`config.mk`:
```
export PLATFORM = sky130hd
export DESIGN_NAME = exmem_reg_flat
export DESIGN_NICKNAME = d
export VERILOG_FILES = /design/src/rtl/exmem_reg_if.sv /design/src/rtl/exmem_reg.sv /design/src/flat_wrapper.sv
export SDC_FILE = /design/constraint.sdc
export NUM_CORES = 1
export LEC_CHECK = 0
export CORE_ASPECT_RATIO = 0.75
export CORE_MARGIN = 1.5
export CORE_UTILIZATION = 25
export DETAILED_ROUTE_END_ITERATION = 10
export DONT_BUFFER_PORTS = 1
export MAX_ROUTING_LAYER = met4
export SLEW_MARGIN = 20
export SYNTH_ARGS = -nofsm -noshare
export SYNTH_HDL_FRONTEND = slang
export SYNTH_SLANG_ARGS = --single-unit
```
`constraint.sdc`:
```
create_clock -name CLK -period 1.5 [get_ports CLK]
set_input_delay 0.375 -clock CLK [delete_from_list [all_inputs] [get_ports CLK]]
set_output_delay 0.375 -clock CLK [all_outputs]
set_load 0.01 [all_outputs]
```
`src/rtl/exmem_reg_if.sv`:
```
// rtl/exmem_reg_if.sv - EX/MEM latch bundle: pipeline fields, hazard strobes and data-cache handshake
interface exmem_reg_if #(
  parameter int WORD_W = 32,
  parameter int REG_W  = 5
);
  logic              enable;
  logic              flush;
  logic [WORD_W-1:0] aluout_i;
  logic [WORD_W-1:0] rdat2_i;
  logic [WORD_W-1:0] npc_i;
  logic [WORD_W-1:0] extout_i;
  logic [REG_W-1:0]  wsel_i;
  logic              RegW_i;
  logic              DRen_i;
  logic              DWen_i;
  logic              halt_i;
  logic [1:0]        Mem_i;
  logic              dhit;
  logic [WORD_W-1:0] dmemload;

  logic [WORD_W-1:0] aluout_o;
  logic [WORD_W-1:0] rdat2_o;
  logic [WORD_W-1:0] npc_o;
  logic [WORD_W-1:0] extout_o;
  logic [REG_W-1:0]  wsel_o;
  logic              RegW_o;
  logic              DRen_o;
  logic              DWen_o;
  logic              halt_o;
  logic [1:0]        Mem_o;
  logic [WORD_W-1:0] dload_o;
  logic              dmemREN;
  logic              dmemWEN;
  logic [WORD_W-1:0] dmemaddr;
  logic [WORD_W-1:0] dmemstore;
  logic              mem_stall_o;

  modport slave (
    input  enable, flush, aluout_i, rdat2_i, npc_i, extout_i, wsel_i,
           RegW_i, DRen_i, DWen_i, halt_i, Mem_i, dhit, dmemload,
    output aluout_o, rdat2_o, npc_o, extout_o, wsel_o, RegW_o, DRen_o,
           DWen_o, halt_o, Mem_o, dload_o, dmemREN, dmemWEN, dmemaddr,
           dmemstore, mem_stall_o
  );

  modport master (
    output enable, flush, aluout_i, rdat2_i, npc_i, extout_i, wsel_i,
           RegW_i, DRen_i, DWen_i, halt_i, Mem_i, dhit, dmemload,
    input  aluout_o, rdat2_o, npc_o, extout_o, wsel_o, RegW_o, DRen_o,
           DWen_o, halt_o, Mem_o, dload_o, dmemREN, dmemWEN, dmemaddr,
           dmemstore, mem_stall_o
  );
endinterface

```
`src/rtl/exmem_reg.sv`:
```
// rtl/exmem_reg.sv - EX/MEM pipeline register owning the one-shot data-memory request
module exmem_reg #(
  parameter int WORD_W = 32,
  parameter int REG_W  = 5
) (
  input  logic        CLK,
  input  logic        nRST,
  exmem_reg_if.slave  bus
);

  logic [WORD_W-1:0] r_aluout;
  logic [WORD_W-1:0] r_rdat2;
  logic [WORD_W-1:0] r_npc;
  logic [WORD_W-1:0] r_extout;
  logic [REG_W-1:0]  r_wsel;
  logic              r_regw;
  logic              r_dren;
  logic              r_dwen;
  logic              r_halt;
  logic [1:0]        r_mem;
  logic [WORD_W-1:0] r_dload;
  logic              r_served;

  logic              w_mem_op;
  logic              w_dmemren;
  logic              w_dmemwen;

  assign w_mem_op  = r_dren | r_dwen;
  assign w_dmemren = r_dren & ~r_served;
  assign w_dmemwen = r_dwen & ~r_served;

  always_ff @(posedge CLK or negedge nRST) begin
    if (!nRST) begin
      r_aluout <= '0;
      r_rdat2  <= '0;
      r_npc    <= '0;
      r_extout <= '0;
      r_wsel   <= '0;
      r_regw   <= 1'b0;
      r_dren   <= 1'b0;
      r_dwen   <= 1'b0;
      r_halt   <= 1'b0;
      r_mem    <= 2'b00;
      r_served <= 1'b0;
    end else if (bus.enable) begin
      r_served <= 1'b0;
      if (bus.flush) begin
        // Bubble: halt survives so a halted pipe cannot be restarted by a flush
        r_aluout <= '0;
        r_rdat2  <= '0;
        r_npc    <= '0;
        r_extout <= '0;
        r_wsel   <= '0;
        r_regw   <= 1'b0;
        r_dren   <= 1'b0;
        r_dwen   <= 1'b0;
        r_mem    <= 2'b00;
      end else begin
        r_aluout <= bus.aluout_i;
        r_rdat2  <= bus.rdat2_i;
        r_npc    <= bus.npc_i;
        r_extout <= bus.extout_i;
        r_wsel   <= bus.wsel_i;
        r_regw   <= bus.RegW_i;
        r_dren   <= bus.DRen_i;
        r_dwen   <= bus.DWen_i;
        r_halt   <= r_halt | bus.halt_i;
        r_mem    <= bus.Mem_i;
      end
    end else if (bus.dhit && w_mem_op) begin
      r_served <= 1'b1;
    end
  end

  // Load word is independent of enable/flush so MEM/WB can still sample it after the advance edge
  always_ff @(posedge CLK or negedge nRST) begin
    if (!nRST) begin
      r_dload <= '0;
    end else if (bus.dhit && w_dmemren) begin
      r_dload <= bus.dmemload;
    end
  end

  assign bus.aluout_o    = r_aluout;
  assign bus.rdat2_o     = r_rdat2;
  assign bus.npc_o       = r_npc;
  assign bus.extout_o    = r_extout;
  assign bus.wsel_o      = r_wsel;
  assign bus.RegW_o      = r_regw;
  assign bus.DRen_o      = r_dren;
  assign bus.DWen_o      = r_dwen;
  assign bus.halt_o      = r_halt;
  assign bus.Mem_o       = r_mem;
  assign bus.dload_o     = r_dload;
  assign bus.dmemREN     = w_dmemren;
  assign bus.dmemWEN     = w_dmemwen;
  assign bus.dmemaddr    = r_aluout;
  assign bus.dmemstore   = r_rdat2;
  assign bus.mem_stall_o = w_mem_op & ~r_served & ~bus.dhit;

endmodule
```
`src/flat_wrapper.sv`:
```
// flat-port wrapper written by rule: the top's interface ports become plain ports
module exmem_reg_flat 
#(
  parameter int WORD_W = 32,
  parameter int REG_W  = 5
)
  (CLK, nRST, bus_enable, bus_flush, bus_aluout_i, bus_rdat2_i, bus_npc_i, bus_extout_i, bus_wsel_i, bus_RegW_i, bus_DRen_i, bus_DWen_i, bus_halt_i, bus_Mem_i, bus_dhit, bus_dmemload, bus_aluout_o, bus_rdat2_o, bus_npc_o, bus_extout_o, bus_wsel_o, bus_RegW_o, bus_DRen_o, bus_DWen_o, bus_halt_o, bus_Mem_o, bus_dload_o, bus_dmemREN, bus_dmemWEN, bus_dmemaddr, bus_dmemstore, bus_mem_stall_o);
  exmem_reg_if #(.WORD_W(WORD_W), .REG_W(REG_W)) bus_i ();
  input  logic CLK;
  input  logic nRST;
  input wire logic [$bits(bus_i.enable)-1:0] bus_enable;
  input wire logic [$bits(bus_i.flush)-1:0] bus_flush;
  input wire logic [$bits(bus_i.aluout_i)-1:0] bus_aluout_i;
  input wire logic [$bits(bus_i.rdat2_i)-1:0] bus_rdat2_i;
  input wire logic [$bits(bus_i.npc_i)-1:0] bus_npc_i;
  input wire logic [$bits(bus_i.extout_i)-1:0] bus_extout_i;
  input wire logic [$bits(bus_i.wsel_i)-1:0] bus_wsel_i;
  input wire logic [$bits(bus_i.RegW_i)-1:0] bus_RegW_i;
  input wire logic [$bits(bus_i.DRen_i)-1:0] bus_DRen_i;
  input wire logic [$bits(bus_i.DWen_i)-1:0] bus_DWen_i;
  input wire logic [$bits(bus_i.halt_i)-1:0] bus_halt_i;
  input wire logic [$bits(bus_i.Mem_i)-1:0] bus_Mem_i;
  input wire logic [$bits(bus_i.dhit)-1:0] bus_dhit;
  input wire logic [$bits(bus_i.dmemload)-1:0] bus_dmemload;
  output wire logic [$bits(bus_i.aluout_o)-1:0] bus_aluout_o;
  output wire logic [$bits(bus_i.rdat2_o)-1:0] bus_rdat2_o;
  output wire logic [$bits(bus_i.npc_o)-1:0] bus_npc_o;
  output wire logic [$bits(bus_i.extout_o)-1:0] bus_extout_o;
  output wire logic [$bits(bus_i.wsel_o)-1:0] bus_wsel_o;
  output wire logic [$bits(bus_i.RegW_o)-1:0] bus_RegW_o;
  output wire logic [$bits(bus_i.DRen_o)-1:0] bus_DRen_o;
  output wire logic [$bits(bus_i.DWen_o)-1:0] bus_DWen_o;
  output wire logic [$bits(bus_i.halt_o)-1:0] bus_halt_o;
  output wire logic [$bits(bus_i.Mem_o)-1:0] bus_Mem_o;
  output wire logic [$bits(bus_i.dload_o)-1:0] bus_dload_o;
  output wire logic [$bits(bus_i.dmemREN)-1:0] bus_dmemREN;
  output wire logic [$bits(bus_i.dmemWEN)-1:0] bus_dmemWEN;
  output wire logic [$bits(bus_i.dmemaddr)-1:0] bus_dmemaddr;
  output wire logic [$bits(bus_i.dmemstore)-1:0] bus_dmemstore;
  output wire logic [$bits(bus_i.mem_stall_o)-1:0] bus_mem_stall_o;
  assign bus_i.enable = bus_enable;
  assign bus_i.flush = bus_flush;
  assign bus_i.aluout_i = bus_aluout_i;
  assign bus_i.rdat2_i = bus_rdat2_i;
  assign bus_i.npc_i = bus_npc_i;
  assign bus_i.extout_i = bus_extout_i;
  assign bus_i.wsel_i = bus_wsel_i;
  assign bus_i.RegW_i = bus_RegW_i;
  assign bus_i.DRen_i = bus_DRen_i;
  assign bus_i.DWen_i = bus_DWen_i;
  assign bus_i.halt_i = bus_halt_i;
  assign bus_i.Mem_i = bus_Mem_i;
  assign bus_i.dhit = bus_dhit;
  assign bus_i.dmemload = bus_dmemload;
  assign bus_aluout_o = bus_i.aluout_o;
  assign bus_rdat2_o = bus_i.rdat2_o;
  assign bus_npc_o = bus_i.npc_o;
  assign bus_extout_o = bus_i.extout_o;
  assign bus_wsel_o = bus_i.wsel_o;
  assign bus_RegW_o = bus_i.RegW_o;
  assign bus_DRen_o = bus_i.DRen_o;
  assign bus_DWen_o = bus_i.DWen_o;
  assign bus_halt_o = bus_i.halt_o;
  assign bus_Mem_o = bus_i.Mem_o;
  assign bus_dload_o = bus_i.dload_o;
  assign bus_dmemREN = bus_i.dmemREN;
  assign bus_dmemWEN = bus_i.dmemWEN;
  assign bus_dmemaddr = bus_i.dmemaddr;
  assign bus_dmemstore = bus_i.dmemstore;
  assign bus_mem_stall_o = bus_i.mem_stall_o;
  exmem_reg #(.WORD_W(WORD_W), .REG_W(REG_W)) u_core (.CLK(CLK), .nRST(nRST), .bus(bus_i));
endmodule
```
==> results of run 1 <==
-- layer usage --
layer | wire [um] | track usage [%] | up-vias
met5 | 0 | - | -
met4 | 220 | 4.00 | 0
met3 | 1750 | 4.85 | 13
met2 | 8660 | 17.3 | 251
met1 | 7210 | 12.6 | 2145
li1 | - | - | 2090
-- final timing paths --
path | endpoint | slack, ps | cells after the start
worst max register to register | u_core.bus.dload_o[0]$_DFFE_PN0P_ | 160 | 3
worst max-delay path | bus_mem_stall_o | 4 | 1
min in group CLK | u_core.bus.aluout_o[1]$_DFFE_PN0P_ | 50 | 1
max in group asynchronous | u_core.bus.dmemstore[5]$_DFFE_PN0P_ | 1430 | 0
worst min register to register | u_core.bus.halt_o$_DFFE_PN0P_ | 540 | 1
worst min-delay path | u_core.bus.extout_o[21]$_DFFE_PN0P_ | -370 | 0
-- cell families (layout without fill, tap and decap cells) --
logic type	count (synthesis)	in the layout	synth area share, %
AND/OR/NAND/NOR	133	133	12.9
multiplexers	32	32	6.10
AO/OA/AOI/OAI	141	141	9.66
buffers and inverters	240	166	15.8
flip-flops	172	172	55.5
-- registers in the layout (all words and copies together) (netlist names) --
name	cells
u_core.bus.aluout_o	32
u_core.bus.halt_o	1
u_core.r_served	1
u_core.bus.DWen_o	1
u_core.bus.RegW_o	1
u_core.bus.wsel_o	5
u_core.bus.DRen_o	1
u_core.bus.npc_o	32
u_core.bus.Mem_o	2
u_core.bus.extout_o	32
u_core.bus.dload_o	32
u_core.bus.dmemstore	32
-- timing repair --
item / CTS / global route
endpoints found under the setup margin: 7 / 3
hold endpoints to repair: 172 / 172
gates resized for setup: 5 / 1
-- stage by stage --
step	instance area, um^2	utilization [%]
after floorplan	7750	-
after global routing	8120	26.8
final	8120	26.8
after CTS	8120	26.8
after global placement	7560	24.9
after detailed placement	7560	24.9
-- final cells by class --
class | instances | area, um^2
Timing Repair Buffer | 5 | 50.0
Inverter | 129 | 484
Clock buffer | 21 | 460
Sequential cell | 172 | 4310
Clock inverter | 11 | 86.3
Multi-Input combinational cell | 306 | 2230
Tap cell | 399 | 499
Fill cell | 3152 | 22200
-- Yosys cell counts --
cell      count
a21o_1        1
nor2_1        1
a22o_1       11
o21ai_1      26
nand3b_4      1
mux2_2        2
nor2b_1       2
inv_2         1
clkbuf_1     20
nand3b_1    127
buf_4        72
o21ai_0     102
buf_6         5
buf_2        13
and2b_1       1
nor3_1        1
dfrtp_1     172
mux2_4       30
clkbuf_2      1
inv_1       128
a21oi_1       1
-- power by group --
group          leakage [nW]  switching, mW  total, mW  internal (mW)
clock network         0.253           1.93       4.16           2.23
registers              2.19          0.832       6.02           5.19
logic                  1.12          0.264      0.812          0.547
==> metrics.md, run 1 <==
| Metric | Value |
|---|---|
| Pin count of the biggest net entering global routing | 258 |
| Hold WC Path Type | primary input to async pin |
| Drt wl/cell | 17.1 um |
| Worst EP required | 1120 ps |
| Failing checks | negative hold slack |
| CP delay by family, top | flip-flops |
| DRT iter0 DRCs | 317 |
| Hold Vio Cnt, Final | 172 |
| Synth Area per Inst | 10.8 um^2 |
| # DRC | 0 |
| Sink Count | 172 |
| Slowest stage cell, crit path | dfrtp_1 |
| Fin Hold WS | -369 ps |
| Crit path max fanout | 5 |
| Vias | 4,499 |
| CP Launch Point | u_core.r_served$_DFFE_PN0P_ |
| Leakage | 3.56 nW |
| Max-cap viol count | 0 |
| Clock Path Buffers | 2 |
| Worst setup SP type | flop |
| PD cells | 1350 nW/um^2 |
| Post-Syn Area | 7750 um^2 |
| Mapped Cells | 718 |
| Total wire length | 17,800 um |
| Gr usage total | 11.1% |
| Root Driver | clkbuf_16 |
| Worst EP arrival | 1120 ps |
| Setup crit end kind | output port |
| Pre-CTS setup slack | 223 ps |
| TritonRoute pass-1 iters | 6 |
| WP buf/inv | 0 |
| CTS buffer count | 17 |
| Post-Syn Nets | 894 |
| Top post-synthesis cells by area | dfrtp_1 56%, nand3b_1 12%, buf_4 7.0% |
| Slew Limit Fails | 0 |
| Die width | 206 um |
| Number of synthesis warnings | 0 |
| Post-synthesis cell type count | 21 |
| Die H | 156 um |
| Worst Tran Pin Value | 464 ps |
| Clock skew | 6.75 ps |
| Clock transition at the registers of the reported paths | 70 ps |
| IR drop worst, VDD | 0.000552 V |
| # rows | 55 |
| Share of layout cells above drive strength 1 | 11.6% |
| Clock Latency Late Sink | 430 ps |
| Sequential area share after synthesis | 55.5% |
| Non-Filler Instances | 1,043 |
| Worst-path cell chain | nor3_2 |
| CTS H-tree lvls | 4 |
| PnR worst setup slack | 4.49 ps |
| Area growth syn-to-layout | 4.73% |
| Die area | 32,100 um^2 |
| Slew HR | 69.1% |
| HPWL after DPL | 11,900 um |
| Vias per cell | 4.31 |
| Fin crit share | 99.7% |
| Total core area | 30,300 um^2 |
| CP Class | flop to output port |
| Commonest non-fill, non-tap cell in the layout | dfrtp_1 |
| Post-CTS setup buffers | 0 |
| Setup violations, final | 0 |
| Synth Register Bits | 172 |
| Vias in the first global route | 4,421 |
| Ant. Diodes | 0 |
| IO Pins | 414 |
| First-pass GRT wire length | 26,000 um |
| Antenna violations before repair | 0 |
| RSZ-0062 raised after global routing | yes |
| Starting density of the core | 25.6% |
| Status | complete, but fails checks |
| Grt total ovfl | 0 |
| Pwr Total | 11.0 mW |
| Dpl cells | 1,011 |
| Placer congestion estimate | 0.695 |
| Setup TNS | 0 ps |
| Top-area cell type share of the netlist area | 55.5% |
| DRT antenna net count | 0 |
| I/O Buffers | 0 |
| Critical Path Max Stage Delay | 440 ps |
| Most frequent cells in the layout | 168 x dfrtp_1, 128 x inv_1, 127 x nand3b_1 |
| Crit path time final | 1500 ps |
| Synth area leader | dfrtp_1 |
| CTS tree | yes |
| Fin nets | 807 |
| Reg-to-Reg Start | u_core.r_served$_DFFE_PN0P_ |
| F_max | 0.669 GHz |
Note: power is estimated with default switching activity, not from simulation.
==> run 2, diff against run 1 <==
--- a/config.mk
+++ b/config.mk
@@ -10,2 +10,3 @@
 export CORE_UTILIZATION = 25
+export CTS_CLUSTER_SIZE = 25
 export DETAILED_ROUTE_END_ITERATION = 10
==> constraint.sdc (replaced) <==
create_clock -name CLK -period 1.5 [get_ports CLK]
set_input_delay 0.15 -clock CLK [delete_from_list [all_inputs] [get_ports CLK]]
set_output_delay 0.15 -clock CLK [all_outputs]
set_load 0.01 [all_outputs]
==> run 2 against run 1 <==
The run now fails in 4_1_cts. Synthesized cell count is the same. Area after synthesis is the same.
==> metrics.md, run 2 <==
| Metric | Value |
|---|---|
| Status | stopped before the end |
| Exit stage | 4_1_cts |
| Error | [ERROR RSZ-0060] Max buffer count reached. |
| Post-synthesis cell type count | 21 |
| Post-CTS Hold Buffers | 211 |
| EDFF count, synth | 0 |
| Post-synthesis mux area share | 6.10% |
| Post-Syn Nets | 894 |
| Simple-Gate Fraction of Synth Area | 12.9% |
| Synth top cells by count | 172 x dfrtp_1, 128 x inv_1, 127 x nand3b_1, 102 x o21ai_0, 72 x buf_4 |
| Sequential area share after synthesis | 55.5% |
| Placer congestion estimate | 0.696 |
| Synth async-reset ratio | 100% |
| Synth area leader | dfrtp_1 |
| Die width | 206 um |
| Adder-cell share of the synthesized area | 0% |
| Dpl cell area | 7580 um^2 |
| IO Pins | 414 |
| Mapped Cells | 718 |
| Top_reg_cell synth | dfrtp_1 |
| Top post-synthesis cells by area | dfrtp_1 56%, nand3b_1 12%, buf_4 7.0% |
| Number of synthesis warnings | 0 |
| Starting density of the core | 25.6% |
| CTS buffer count | 17 |
| Clock Path Buffers | 2 |
| Die H | 156 um |
| Synth Area per Inst | 10.8 um^2 |
| Compound-gate portion of the synthesized area | 9.66% |
| Post-Syn Area | 7750 um^2 |
| Dpl cells | 1,013 |
| Post-CTS setup buffers | 0 |
| CTS H-tree lvls | 4 |
| # rows | 55 |
| I/O Buffers | 0 |
| Sink Count | 172 |
| Post-CTS sizing | 1 |
| Synth Register Bits | 172 |
| HPWL after DPL | 11,800 um |
| Top-area cell type share of the netlist area | 55.5% |
| Synth Area in XOR/XNOR | 0% |
| Count leader, synth | dfrtp_1 |
| Root Driver | clkbuf_16 |
| Largest family of logic cells by synthesized area | buffers and inverters |
[run 2: cell families after synthesis]
group,after synthesis
AOI/OAI and AO/OA,141
DFF,172
muxes,32
buffers and inverters,240
and+or+nand+nor,133
[run 2: stage by stage]
step,hold WS (ps),setup WS [ps]
after detailed placement,-141,176
after global placement,-141,202
after floorplan,-146,318
==> run 3, diff against run 2 <==
- CORE_ASPECT_RATIO: 0.75 -> unset
- CORE_UTILIZATION: 25 -> 20
- CTS_CLUSTER_SIZE: 25 -> unset
- MAX_ROUTING_LAYER: met4 -> unset
- PLACE_DENSITY_LB_ADDON: unset -> 0.15
==> run 3 against run 2 <==
The flow again stops in 4_1_cts. Synthesized cell count did not move. Area after synthesis did not move.
==> metrics.md, run 3 <==
| Metric | Value |
|---|---|
| Post-CTS setup buffers | 0 |
| Synth top cells by count | 172 x dfrtp_1, 128 x inv_1, 127 x nand3b_1, 102 x o21ai_0, 72 x buf_4 |
| I/O Buffers | 0 |
| Status | stopped before the end |
| Simple-Gate Fraction of Synth Area | 12.9% |
| Dpl cell area | 7710 um^2 |
| Sequential area share after synthesis | 55.5% |
| Largest family of logic cells by synthesized area | buffers and inverters |
| EDFF count, synth | 0 |
| # rows | 71 |
| Exit stage | 4_1_cts |
| Post-Syn Area | 7750 um^2 |
| Post-CTS Hold Buffers | 232 |
| Synth Register Bits | 172 |
| Post-Syn Nets | 894 |
| Compound-gate portion of the synthesized area | 9.66% |
| Synth area leader | dfrtp_1 |
| Error | [ERROR RSZ-0060] Max buffer count reached. |
| Root Driver | clkbuf_16 |
| IO Pins | 414 |
| Post-synthesis mux area share | 6.10% |
| Die width | 200 um |
| Sink Count | 172 |
| Starting density of the core | 20.4% |
| Clock Path Buffers | 2 |
| Number of synthesis warnings | 0 |
| Top-area cell type share of the netlist area | 55.5% |
| Top_reg_cell synth | dfrtp_1 |
| Placer congestion estimate | 0.644 |
| Post-CTS sizing | 1 |
| Top post-synthesis cells by area | dfrtp_1 56%, nand3b_1 12%, buf_4 7.0% |
| Synth Area per Inst | 10.8 um^2 |
| Synth Area in XOR/XNOR | 0% |
| Count leader, synth | dfrtp_1 |
| Synth async-reset ratio | 100% |
| Adder-cell share of the synthesized area | 0% |
| Die H | 200 um |
| Post-synthesis cell type count | 21 |
| Mapped Cells | 718 |
| CTS buffer count | 17 |
| CTS H-tree lvls | 4 |
| HPWL after DPL | 13,700 um |
==> run 3: cell counts after synthesis <==
No cell type changed its count.
==> run 3: cell families after synthesis <==
group                  Yosys count
buffers and inverters          240
AND/OR/NAND/NOR                133
AO/OA/AOI/OAI                  141
flip-flops                     172
multiplexers                    32
==> run 3: through the flow <==
stage | cells | setup WS [ps] | utilization, % | hold WS (ps)
after floorplan | 718 | 318 | - | -146
after global placement | 1123 | 173 | 20.3 | -141
after detailed placement | 1123 | 159 | 20.3 | -142
